[config.mk]
export PLATFORM = sky130hd
export DESIGN_NAME = gray_code_converter_pipe
export DESIGN_NICKNAME = d
export VERILOG_FILES = /design/src/rtl/gray_code_converter_pipe.sv
export SDC_FILE = /design/constraint.sdc
export NUM_CORES = 1
export LEC_CHECK = 0
export CAP_MARGIN = 20
export CORE_AREA = 2 2 46 48
export DETAILED_ROUTE_END_ITERATION = 12
export DIE_AREA = 0 0 48 50
export PLACE_DENSITY = 0.73
export SETUP_SLACK_MARGIN = 0.1
export SYNTH_ARGS = -nofsm -noshare
export SYNTH_HDL_FRONTEND = slang
export SYNTH_SLANG_ARGS = --single-unit
[constraint.sdc]
create_clock -name clk -period 1.1 [get_ports clk]
set_input_delay 0.11 -clock clk [delete_from_list [all_inputs] [get_ports clk]]
set_output_delay 0.11 -clock clk [all_outputs]
set_load 0.1 [all_outputs]
[src/rtl/gray_code_converter_pipe.sv]
// gray_code_converter_pipe
// Two-stage, back-pressurable binary<->Gray converter with a valid/ready
// handshake on both sides. Each word carries its own mode bit:
//   0 = binary->Gray, 1 = Gray->binary.
// S1 registers the raw {mode, data}; the conversion is combinational between
// S1 and S2, and S2 drives the out_* ports.
// Optional feature: define GRAY_STEP_CHECK_EN to track the Gray-domain word
// of every output transfer and pulse step_err for one cycle when two
// consecutive words differ in more than one bit. Without the macro step_err
// is tied low and no tracking logic exists.

module gray_code_converter_pipe #(
  parameter int WIDTH = 6
) (
  input  logic             clk,
  input  logic             rst_n,
  input  logic             in_valid,
  output logic             in_ready,
  input  logic             in_mode,
  input  logic [WIDTH-1:0] in_data,
  output logic             out_valid,
  input  logic             out_ready,
  output logic             out_mode,
  output logic [WIDTH-1:0] out_data,
  output logic             step_err
);

  logic             s1_valid;
  logic             s1_mode;
  logic [WIDTH-1:0] s1_data;

  logic             s2_en;
  logic             s1_to_s2;
  logic             in_xfer;

  logic [WIDTH-1:0] bin_to_gray;
  logic [WIDTH-1:0] gray_to_bin;
  logic [WIDTH-1:0] conv_data;

  // S2 can take a word when it is empty or its word leaves this cycle;
  // S1 can take a word when it is empty or its word moves on to S2.
  assign s2_en    = !out_valid || out_ready;
  assign in_ready = !s1_valid || s2_en;
  assign in_xfer  = in_valid && in_ready;
  assign s1_to_s2 = s1_valid && s2_en;

  // Binary->Gray: each bit is the XOR of itself and its left neighbour.
  always_comb begin
    bin_to_gray = '0;
    bin_to_gray[WIDTH-1] = s1_data[WIDTH-1];
    for (int i = WIDTH - 2; i >= 0; i--) begin
      bin_to_gray[i] = s1_data[i+1] ^ s1_data[i];
    end
  end

  // Gray->binary: running XOR of the Gray bits from the MSB downwards.
  always_comb begin
    logic acc;
    gray_to_bin = '0;
    acc = s1_data[WIDTH-1];
    gray_to_bin[WIDTH-1] = acc;
    for (int i = WIDTH - 2; i >= 0; i--) begin
      acc = acc ^ s1_data[i];
      gray_to_bin[i] = acc;
    end
  end

  assign conv_data = s1_mode ? gray_to_bin : bin_to_gray;

  // S1 occupancy: filled by an input transfer, emptied when it drains to S2.
  always_ff @(posedge clk or negedge rst_n) begin
    if (!rst_n) begin
      s1_valid <= 1'b0;
    end else if (in_xfer) begin
      s1_valid <= 1'b1;
    end else if (s1_to_s2) begin
      s1_valid <= 1'b0;
    end
  end

  // S1 payload loads only on an accepted input so idle-bus junk never enters.
  always_ff @(posedge clk or negedge rst_n) begin
    if (!rst_n) begin
      s1_mode <= 1'b0;
      s1_data <= '0;
    end else if (in_xfer) begin
      s1_mode <= in_mode;
      s1_data <= in_data;
    end
  end

  // S2 occupancy follows S1 whenever S2 is free to advance.
  always_ff @(posedge clk or negedge rst_n) begin
    if (!rst_n) begin
      out_valid <= 1'b0;
    end else if (s2_en) begin
      out_valid <= s1_valid;
    end
  end

  // S2 payload loads only when S1 hands over a word; held stable while stalled.
  always_ff @(posedge clk or negedge rst_n) begin
    if (!rst_n) begin
      out_mode <= 1'b0;
      out_data <= '0;
    end else if (s1_to_s2) begin
      out_mode <= s1_mode;
      out_data <= conv_data;
    end
  end

`ifdef GRAY_STEP_CHECK_EN
  logic             out_xfer;
  logic [WIDTH-1:0] s2_orig;
  logic [WIDTH-1:0] last_gray;
  logic             have_last;
  logic [WIDTH-1:0] gray_word;
  logic [WIDTH-1:0] gray_diff;
  logic             multi_bit;

  assign out_xfer  = out_valid && out_ready;
  // A Gray->binary word's Gray form is the original input, so S2 keeps it.
  assign gray_word = out_mode ? s2_orig : out_data;
  assign gray_diff = last_gray ^ gray_word;
  // Clearing the lowest set bit leaves something only if two or more were set.
  assign multi_bit = (gray_diff & (gray_diff - WIDTH'(1))) != '0;

  // Keep the unconverted word alongside the S2 result.
  always_ff @(posedge clk or negedge rst_n) begin
    if (!rst_n) begin
      s2_orig <= '0;
    end else if (s1_to_s2) begin
      s2_orig <= s1_data;
    end
  end

  // Remember the last transferred Gray word and flag multi-bit steps.
  always_ff @(posedge clk or negedge rst_n) begin
    if (!rst_n) begin
      last_gray <= '0;
      have_last <= 1'b0;
      step_err  <= 1'b0;
    end else begin
      step_err <= out_xfer && have_last && multi_bit;
      if (out_xfer) begin
        last_gray <= gray_word;
        have_last <= 1'b1;
      end
    end
  end
`else
  assign step_err = 1'b0;
`endif

endmodule
==> run summary, run 1 <==
In this run the standard cell core region covers between 1500 and 2000 sq um. The finished cells cover about 1300 sq um. The path class of the tightest hold or removal check is input port to asynchronous set/reset pin.

The slowest stage of the critical path belongs to the cell sky130_fd_sc_hd__dfrtp_4. The synthesized area is 736 sq um. STA puts the critical path data required time at approximately 0.99 ns. After detailed routing, the average wire length per cell comes to 11.3 um. The root buffer cell is sky130_fd_sc_hd__clkbuf_4. The final net count is about 110. The yosys synthesis warning count is 0.

The clock net sink count came out at 16. The initial utilization of the core area, before any placement, comes to 38.7%. The worst ir drop on vdd came out at between 0.001 and 0.0015 V.

After synthesis, the largest area contributor takes up a little over half of total cell area. Counting instances in the post-synthesis netlist gives the leading cell types as sky130_fd_sc_hd__dfrtp_1, sky130_fd_sc_hd__mux2_2, sky130_fd_sc_hd__nand2_1, sky130_fd_sc_hd__xnor2_1, sky130_fd_sc_hd__nand2b_1. The die outline width came out at 48 um. The count of max-cap constraint violations came out at 0.

The total power divided by cell area is approximately 2400 nW/um^2. The iteration-0 DRC count of the detailed router is 2. The final count of pins violating max slew came to 0. The worst register-to-register path ends at s1_mode. In this run the deepest clock path goes through 2 buffers. Setup violations remaining at the end of the flow were counted as 16. For this run, the top clock speed supported by timing is between 0.7 and 0.8 GHz. The total CTS buffers came out at 3.

The clock insertion delay at the later pin of the skew report came out at between 0.2 and 0.3 ns. Clock-pin slew was measured on the worst setup and hold paths at 0.09 ns. Pin placement for this block handled 21 I/O pins. The post-cts hold buffer count came out at 0. The final setup slack of the worst path came out at -0.203 ns. The total wirelength of the detailed-routed design came out at 1360 um. The first detailed-routing pass took 2 iterations. The overall die height is 50 um. Among all cell types in the netlist, the one instantiated most often is sky130_fd_sc_hd__dfrtp_1. The proportion of synthesized chip area in sequential cells is between 50% and 60%. By area the synthesized netlist is led by sky130_fd_sc_hd__dfrtp_1, sky130_fd_sc_hd__mux2_2, sky130_fd_sc_hd__xnor2_1. The standby leakage power came out at around 0.57 nW.

The number of global-route vias before repair came to 532. In the routed layout, each cell is associated on average with a via count of 4.45. Synthesis handed over a netlist of a little under 60 instances. The number of register bits inferred by synthesis is 16.

The critical-path maximum fanout came out at 3. The register-to-register setup slack came out at -0.18 ns. The HPWL after detailed placement is roughly 1100 um.

For this run, the leading register cell type out of synthesis is sky130_fd_sc_hd__dfrtp_1. In the finished design, the share of the clock period the worst path needs comes to 118%. When the netlist entered floorplanning its net count stood at 70.

Summed over all nets, wire length on met3 after detailed routing comes to 54 um. The aggregate global routing overflow is 0. The kind of cell with the highest combined delay along the critical path is flip-flops. The number of failing hold endpoints at the final stage was 0.

The delay of the slowest cell on the worst path came out at 0.49 ns. The post-place setup slack is -0.259 ns. Summing all placed instances gives a cell area of 1190 sq um. The critical path arrival is about 1.2 ns.

The final weighted congestion in routability-driven placement is ~0.7. The count of unique library cells instantiated by Yosys came out at 17. For this run, asynchronously set or reset flops after synthesis account for 100%. The type of the worst setup path is flop to output pin. Measured on the finished design, the core utilization comes to 66.1%. The aggregate negative setup slack came out at -2.16 ns. The sequential cell area in the final layout is between 400 and 500 sq um. Routed signal wires occupy layers up through met4. Across the routed clock network, the largest skew measured is slightly above 0.001 ns. The routed metal-1 wire length came out at 551 um. The library cell occupying the most area in the post-synthesis netlist is sky130_fd_sc_hd__dfrtp_1.

The critical path crosses 3 cells after its start point. The launching point of the worst reg2reg path is out_valid. The number of routed nets with antenna violations is 0.

The buffering stage count on the worst path with inverters included is 2. The share of final-layout standard cells stronger than drive strength 1 came out at 54.8%. The quantity of I/O buffers inserted on ports is 19. The total power consumption of the routed design came out at 0.00301 W. Entering global routing, the biggest net connects 17 pins. The first global-routing pass estimated 2300 um of wire.

STA classifies the critical path endpoint as an output pin. The number of inserted filler cells in the final layout is around 150. The number of levels in the clock H-tree came out at 1. The area growth from synthesis to layout came out at 70.7%.

The multi-input combinational cell area came out at between 300 and 400 sq um. The flow ran to the end, but the final reports show violations. The mean instance size in the synthesized netlist came out at about 12 sq um. The die covers roughly 2400 sq um. Traced cell by cell, the critical path runs through nand3b_1, buf_6, buf_12. The shortest clock period the worst path allows after layout came out at 1.30 ns.

The routed design uses ~740 um of met2 wire. The via count is around 530. The length in cells of the worst reg-to-reg path is 4.

The total inserted antenna cells is 0. The type of element launching the critical path is a flop. The final reports fail on setup timing.

TritonCTS built the clock tree. Setup repair after global routing could not meet its margin everywhere. The count of standard-cell rows is 16. The number of antenna violations at the first check in global routing came out at 0. The post-detailed-route DRC marker count came out at 0. The global router's overall resource usage came out at 14.0%. Counting flops with a built-in enable in the synthesized netlist gives 0.
==> power breakdown <==
group,switching [W],leakage (nW),internal (W)
Clock,0.000173,0.0138,0.000127
Combinational,0.00104,0.373,0.000768
Sequential,0.000150,0.179,0.000749
==> worst max-delay path by stage <==
| stage | from | end | slack, ns |
|---|---|---|---|
| floorplan | out_valid | s1_data[0] | -1.26 |
| global placement | out_ready | s1_data[2] | -0.23 |
| detailed placement | out_ready | s1_mode | -0.26 |
| CTS | out_valid | in_ready | -0.21 |
| global route | out_valid | in_ready | -0.25 |
| finish | out_valid | in_ready | -0.20 |
==> state kept, by name, summed over array words and instances, names as in the netlist <==
signal / cells
out_data: 6
out_mode: 1
out_valid: 1
s1_data: 6
s1_mode: 1
s1_valid: 1
==> cell usage in the layout (no fill, tap or decap), types with 2 or more instances in the layout <==
cell type	instances
sky130_fd_sc_hd__nand2b_1	4
sky130_fd_sc_hd__nand2_1	6
sky130_fd_sc_hd__o21ai_1	2
sky130_fd_sc_hd__clkbuf_4	3
sky130_fd_sc_hd__mux2_4	10
sky130_fd_sc_hd__xnor2_1	5
sky130_fd_sc_hd__dfrtp_2	7
sky130_fd_sc_hd__buf_12	9
sky130_fd_sc_hd__xor2_1	2
sky130_fd_sc_hd__clkdlybuf4s50_1	10
sky130_fd_sc_hd__buf_6	2
sky130_fd_sc_hd__buf_4	12
sky130_fd_sc_hd__dfrtp_1	8
==> kinds of logic after synthesis <==
kind of cell	synth area share, %
and+or+nand+nor	10.5
AOI/OAI and AO/OA	4.42
xor gates and xnor gates	11.7
other	0.510
DFF	54.4
muxes	16.7
buffers and inverters	1.70
==> layer usage <==
layer,track usage [%],vias up
met5,0,-
met1,16.7,250
met2,22.4,15
li1,-,265
met4,5.41,0
met3,4.40,4
==> through the flow <==
stage	cells	hold slack (ns)
2_1_floorplan	59	-0.186
3_3_place_gp	115	0.446
3_5_place_dp	115	0.455
4_1_cts	119	0.150
5_1_grt	120	0.165
6_report	120	0.143
==> cell type report <==
cell class / instances / area share, %
multi-input cells: 41 / 31.4
clock buffers: 3 / 1.79
well taps: 27 / 2.69
flip-flops and latches: 16 / 32.9
repair buffers: 33 / 31.3
==> what timing repair did <==
item / in CTS / in global routing
hold endpoints to repair: 0 / 0
buffers inserted: 1 / 1
pin swaps: 6 / 1
gates resized for setup: 6 / 1
endpoints found under the setup margin: 21 / 23
(Power assumes the default switching activity.)
==> run 2: changes to the inputs <==
--- a/config.mk
+++ b/config.mk
@@ -10,6 +10,7 @@
 export DETAILED_ROUTE_END_ITERATION = 12
 export DIE_AREA = 0 0 48 50
 export PLACE_DENSITY = 0.73
+export REMOVE_ABC_BUFFERS = 1
 export SETUP_SLACK_MARGIN = 0.1
 export SYNTH_ARGS = -nofsm -noshare
 export SYNTH_HDL_FRONTEND = slang
==> run summary, run 2 (synthesis results as in run 1) <==
The number of buffers on the longest clock path is 2 (unchanged). The run finished, with violations left. The post-place instance area came out at 1140 sq um (-3.8%). The top cell types in the final layout, fill and taps aside, are sky130_fd_sc_hd__dfrtp_1, sky130_fd_sc_hd__buf_4, sky130_fd_sc_hd__clkdlybuf4s50_1. The clock insertion delay at the later pin of the skew report came out at 0.29 ns (about the same). The clock network power share is 12.3% (+2.3 points). Broken down by cell family, the worst path's largest delay share belongs to flip-flops. The delay of the slowest cell on the worst path came out at 0.39 ns (-0.10 ns). Setup repair after global routing could not meet its margin everywhere.

The aggregate global routing overflow came out at 0 (unchanged). The critical path arrival is 1.43 ns (+0.24 ns). The overall die height is 50 um (unchanged). The number of routed nets with antenna violations is 0 (unchanged). The switching power share of the total is 44.9% (-0.42 points). The count of standard-cell rows came out at 16 (unchanged). The die outline width came out at 48 um (unchanged). The shortest clock period the worst path allows after layout came out at 1.25 ns (-0.0571 ns).

The endpoint kind of the worst setup timing path is a flop. The clock tree skew after final layout was 0.00928 ns (+0.00826 ns). The final net count was 114 (+7.5%).

The standby leakage power came to 0.605 nW (+6.9%). The reported net switching power came out at 0.00142 W (+4.2%). The largest registers in the layout are out_data (6), s1_data (6). The worst setup path is launched from a flop.

The number of setup violations in the final report is 14 (-2). The sequential share of power came out at 27.9% (-2.0 points). The utilization after layout is 69.5% (+3.4 points). The clock net sink count is 16 (unchanged). The total power divided by cell area came out at 2390 nW/um^2 (about the same). The required arrival time at the worst endpoint is 1.28 ns (+0.29 ns).

The via count came to 592 (+11%). The design area was 1320 sq um (+5.2%). The root buffer cell is sky130_fd_sc_hd__clkbuf_4. The aggregate negative setup slack came out at -1.66 ns (+0.500 ns). The via density per instance came to 4.59 (+3.1%). The initial cell density of the core came out at 38.7% (unchanged).

The placeable core region is 1900 sq um (unchanged). The ratio of final minimum period to clock period is 113% (-5.2 points). The largest net degree at the start of global routing is 17 (unchanged).

The clock slew at the register clock pins of the worst setup and hold paths is 0.10 ns (about the same). The cell-internal power came out at 0.00174 W (+6.0%). The detailed-placement wirelength estimate came to 1130 um (+6.6%).

The final setup slack of the worst path was -0.146 ns (+0.0571 ns). The final count of pins violating max slew is 0 (unchanged). The total wirelength of the detailed-routed design came out at 1710 um (+26%).

The count of max-cap constraint violations came out at 0 (unchanged). The global router's overall resource usage is 16.4% (+2.5 points). The TritonCTS clock tree is yes. The worst min-delay path class is input port to asynchronous set/reset pin. The total inserted antenna cells came out at 0 (unchanged). The proportion of power drawn by combinational gates came to 59.8% (-0.3 points).

The iteration-0 DRC count of the detailed router was 2 (unchanged). The number of levels in the clock H-tree came out at 1 (unchanged). The length of the first detailed-routing pass in iterations came to 4 (+2).

The post-cts hold buffer count came out at 0 (unchanged). The signal on the critical path passes through nand3b_1, buf_4, nand2_8, mux2_2. The worst ir drop on vdd is 0.00122 V (-13%). The per-cell routed wire length came to 13.3 um (+17%).

The number of antenna violations at the first check in global routing came out at 0 (unchanged). The share of final-layout standard cells stronger than drive strength 1 came to 52.9% (-1.9 points). The post-detailed-route DRC marker count is 0 (unchanged). The area growth from synthesis to layout is 79.6%. The checks that failed: setup timing. The number of failing hold endpoints at the final stage was 0 (unchanged).

The highest clock rate came out at 0.802 GHz (+4.6%). The slowest cell on the critical path is sky130_fd_sc_hd__dfrtp_1. The number of global-route vias before repair came out at 599 (+13%). The buffering stage count on the worst path with inverters included was 1 (-1).

The die outline area came to 2400 sq um (unchanged). The quantity of I/O buffers inserted on ports came out at 19 (unchanged). The total CTS buffers was 3 (unchanged). The I/O pin count is 21 (unchanged). The critical-path maximum fanout is 7 (+4).

The first-pass GRT wire length is 2730 um (+19%). The final weighted congestion in routability-driven placement came to 0.759 (+7.2%). The critical path is of the flop to flop type.
[run 2: cell types whose count changed in the layout (fill, tap and decap cells not counted), moves of 4 or more]
cell / delta
sky130_fd_sc_hd__buf_4: +4
sky130_fd_sc_hd__dfrtp_2: -7
sky130_fd_sc_hd__mux2_2: +7
sky130_fd_sc_hd__dfrtp_1: +8
sky130_fd_sc_hd__mux2_4: -7
sky130_fd_sc_hd__buf_6: +4
[run 2: layer usage]
| layer | vias to the layer above | wire length (um) | share of wire (%) | GRT usage, % |
|---|---|---|---|---|
| met4 | 0 | 0 | 0 | 6.76 |
| li1 | 279 | - | - | - |
| met1 | 296 | 669 | 39 | 19.0 |
| met2 | 17 | 999 | 58 | 29.3 |
| met5 | - | 0 | 0 | 0 |
| met3 | 0 | 41 | 2.4 | 1.10 |
[run 2: final timing paths]
kind	start	end	slack, ns	depth (start not counted)
max reg2reg	out_valid	s1_data[5]	-0.15	4
min reg2reg	out_data[1]	out_data[1]	0.56	2
max in group asynchronous	rst_n	s1_data[0]	0.79	2
max	out_valid	s1_data[5]	-0.15	4
min	rst_n	out_mode	0.13	2
min in group clk	in_data[2]	s1_data[2]	0.43	2
[run 2: repair_timing]
action,in CTS,in global routing
gates resized for setup,16,4
buffers inserted,4,5
setup endpoints to repair,21,24
pin swaps,8,2
[run 2: final cells by class]
type | count | area [sq um]
Sequential cell | 16 | 400
Clock buffer | 4 | 36.3
Fill cell | 141 | 581
Multi-Input combinational cell | 41 | 383
Timing Repair Buffer | 41 | 468
Tap cell | 27 | 33.8
[run 2: power by group through the flow]
stage | Sequential (W) | Combinational (W) | Clock (W)
after floorplan | 0.00156 | 0.000354 | 0
final | 0.000883 | 0.00189 | 0.000388
after global placement | 0.000874 | 0.00171 | 0
after detailed placement | 0.000891 | 0.00174 | 0
after global routing | 0.000900 | 0.00198 | 0.000422
after CTS | 0.000883 | 0.00184 | 0.000396
[run 2: metrics by stage]
step / total power, W / setup slack [ns] / hold slack, ns / instances
after floorplan: 0.00191 / -1.90 / -0.186 / 57
after global placement: 0.00259 / -0.314 / 0.444 / 117
after detailed placement: 0.00263 / -0.363 / 0.451 / 117
after CTS: 0.00312 / -0.137 / 0.138 / 125
after global routing: 0.00330 / -0.209 / 0.149 / 129
final: 0.00316 / -0.146 / 0.129 / 129
==> run 3: changes to the inputs <==
--- a/config.mk
+++ b/config.mk
@@ -9,6 +9,7 @@
 export CORE_AREA = 2 2 46 48
 export DETAILED_ROUTE_END_ITERATION = 12
 export DIE_AREA = 0 0 48 50
+export GPL_TIMING_DRIVEN = 0
 export PLACE_DENSITY = 0.73
 export REMOVE_ABC_BUFFERS = 1
 export SETUP_SLACK_MARGIN = 0.1
==> run summary, run 3 (synthesis results as in run 1) <==
The global router's overall resource usage is 14.4% (-2.1 points). The overall die height is 50 um (unchanged). The cell-internal power is 0.00157 W (-10%). The final setup slack of the worst path is -0.191 ns (-0.0448 ns). The worst ir drop on vdd is 0.00127 V (+3.8%). The critical path goes through xor2_4, mux2i_1, xnor2_1, o21ai_1. The number of setup violations in the final report is 15 (+1). The total wirelength of the detailed-routed design came out at 1490 um (-13%). The total placed cells including tap cells is 103 (-12%). Leaving out fill and tap cells, the most frequent cell in the layout is sky130_fd_sc_hd__dfrtp_1. The shortest clock period the worst path allows after layout is 1.29 ns (+0.0448 ns). The highest clock rate came out at 0.775 GHz (-3.5%).

The switching power share of the total came out at 47.3% (+2.3 points). The die outline area is 2400 sq um (unchanged). The clock tree skew after final layout is 0.00671 ns (-0.00257 ns).

The multi-input combinational cell area came out at 398 sq um (+3.9%). The standby leakage power is 0.513 nW (-15%). In this run the worst hold path is classified as input port to asynchronous set/reset pin. The flow ran to the end, but the final reports show violations. The number of standard cells in the final layout excluding fillers is 110 (-15%). The per-cell routed wire length is 13.6 um (+2.5%). The aggregate global routing overflow came out at 0 (unchanged).

The reported net switching power is 0.00140 W (-1.2%). The number of levels in the clock H-tree came out at 1 (unchanged). The top cell types in the final layout, fill and taps aside, are sky130_fd_sc_hd__dfrtp_1, sky130_fd_sc_hd__clkdlybuf4s50_1, sky130_fd_sc_hd__buf_12. TritonCTS built the clock tree. The number of antenna violations at the first check in global routing came to 0 (unchanged). The clock network power share is 10.7% (-1.6 points).

The area growth from synthesis to layout came out at 59.0%. The checks that failed: setup timing. The number of failing hold endpoints at the final stage came out at 0 (unchanged). The count of max-cap constraint violations came out at 0 (unchanged). STA classifies the critical path endpoint as a flop.

The root buffer cell is sky130_fd_sc_hd__clkbuf_4. The final net count came out at 96 (-16%). The largest registers in the layout are out_data (6), s1_data (6). The die outline width is 48 um (unchanged). The slew of the pin with the lowest slew margin came out at between 0.6 and 0.7 ns. The design area came to 1170 sq um (-11%).

The final weighted congestion in routability-driven placement came out at 0.717 (-5.5%). The worst setup path is launched from a flop. The buffering stage count on the worst path with inverters included was 0 (-1). The largest net degree at the start of global routing is 17 (unchanged).

The proportion of power drawn by combinational gates was 58.8% (-1.0 points). The via density per instance came to 4.58 (-0.16%). The number of buffers on the longest clock path came out at 2 (unchanged).

The detailed-placement wirelength estimate came out at 935 um (-17%). The iteration-0 DRC count of the detailed router is 2 (unchanged). The sequential cell area in the final layout came out at 403 sq um (+0.62%).

The quantity of I/O buffers inserted on ports was 19 (unchanged). Tracing the worst setup path back leads to its startpoint at s1_data[4]. The slowest cell on the critical path is sky130_fd_sc_hd__dfrtp_2. The total power divided by cell area is 2540 nW/um^2 (+6.1%). The critical-path maximum fanout came out at 3 (-4). The ratio of final minimum period to clock period is 117% (+4.1 points).

The required arrival time at the worst endpoint is 1.27 ns (about the same). The startpoint identified for the worst register-to-register timing path is s1_data[4]. The clock slew at the register clock pins of the worst setup and hold paths is 0.10 ns (about the same). The length of the first detailed-routing pass in iterations is 2 (-2).

The count of standard-cell rows is 16 (unchanged). The placeable core region came out at 1900 sq um (unchanged). The initial cell density of the core was 38.7% (unchanged).

The delay of the slowest cell on the worst path came out at 0.47 ns (+0.08 ns). The first-pass GRT wire length is 2260 um (-17%). The clock net sink count was 16 (unchanged).

Setup repair after global routing could not meet its margin everywhere. The type of the worst setup path is flop to flop. The gate family responsible for the most delay along the worst path is flip-flops. The total inserted antenna cells is 0 (unchanged). The via count came to 504 (-15%). The number of global-route vias before repair came out at 520 (-13%). The critical path arrival came out at 1.46 ns (+0.03 ns).

The number of routed nets with antenna violations came out at 0 (unchanged). The post-place setup slack came out at -0.895 ns (-0.533 ns). The I/O pin count came to 21 (unchanged).

The sequential share of power came out at 30.5% (+2.6 points). The number of inserted filler cells in the final layout is 157 (+11%). The total CTS buffers is 3 (unchanged).

In this run the tightest slew margin relative to its limit is between 50% and 60%. The final count of pins violating max slew is 0 (unchanged). The post-detailed-route DRC marker count is 0 (unchanged). The share of final-layout standard cells stronger than drive strength 1 is 43.4% (-9.6 points).

The clock insertion delay at the later pin of the skew report came out at 0.29 ns (about the same). The post-place instance area is 947 sq um (-17%).
run 3: cell types whose count changed in the layout (fill, tap and decap cells not counted), sizes merged:
cell    delta
buf       -18
clkbuf     -1
run 3: per-stage QoR:
stage	hold slack [ns]	TNS, ns	total power (W)	utilization (%)
finish	0.229	-1.94	0.00297	61.5
global route	0.295	-2.79	0.00310	61.5
CTS	0.256	-1.32	0.00275	57.0
detailed placement	0.472	-9.55	0.00223	49.8
global placement	0.463	-9.10	0.00221	49.8
floorplan	-0.186	-19.71	0.00191	-
run 3: cell type report:
class                           instances  area share, %
Tap cell                               27           2.89
Clock buffer                            3           1.93
Multi-Input combinational cell         41           34.0
Sequential cell                        16           34.4
Timing Repair Buffer                   23           26.7
run 3: path summary, 6_finish.rpt:
check / endpoint / slack [ns] / cells after the start
max: out_data[1] / -0.19 / 4
min: out_data[3] / 0.23 / 1
max reg2reg: out_data[1] / -0.19 / 4
min reg2reg: out_valid / 0.53 / 1
max in group asynchronous: s1_data[4] / 0.38 / 1
min in group clk: s1_data[4] / 0.43 / 2
run 3: layer usage:
| metal | vias up | global-route usage, % | part of all wire, % |
|---|---|---|---|
| met5 | - | 0 | 0 |
| met4 | 0 | 12.2 | 2.4 |
| met3 | 2 | 3.30 | 2.9 |
| met2 | 15 | 21.8 | 55 |
| met1 | 242 | 16.0 | 39 |
| li1 | 245 | - | - |
run 3: worst register-to-register path: cells and delay by family, from the launching register on:
family / cells / cell delay, ns
XOR/XNOR: 2 / 0.39
multiplexers: 1 / 0.25
AO/OA/AOI/OAI: 1 / 0.08
flip-flops: 1 / 0.47
run 3: what timing repair did:
item / in CTS / in global routing
pin swaps: 6 / 3
hold buffers: 0 / 0
buffers inserted: 3 / 1
resized for setup: 82 / 18
setup endpoints to repair: 23 / 23
run 3: power by group through the flow:
stage	logic, W	clock network (W)	registers, W
final	0.00175	0.000317	0.000908
after global routing	0.00182	0.000347	0.000930
after CTS	0.00156	0.000312	0.000871
after detailed placement	0.00139	0	0.000841
after global placement	0.00138	0	0.000832
after floorplan	0.000354	0	0.00156
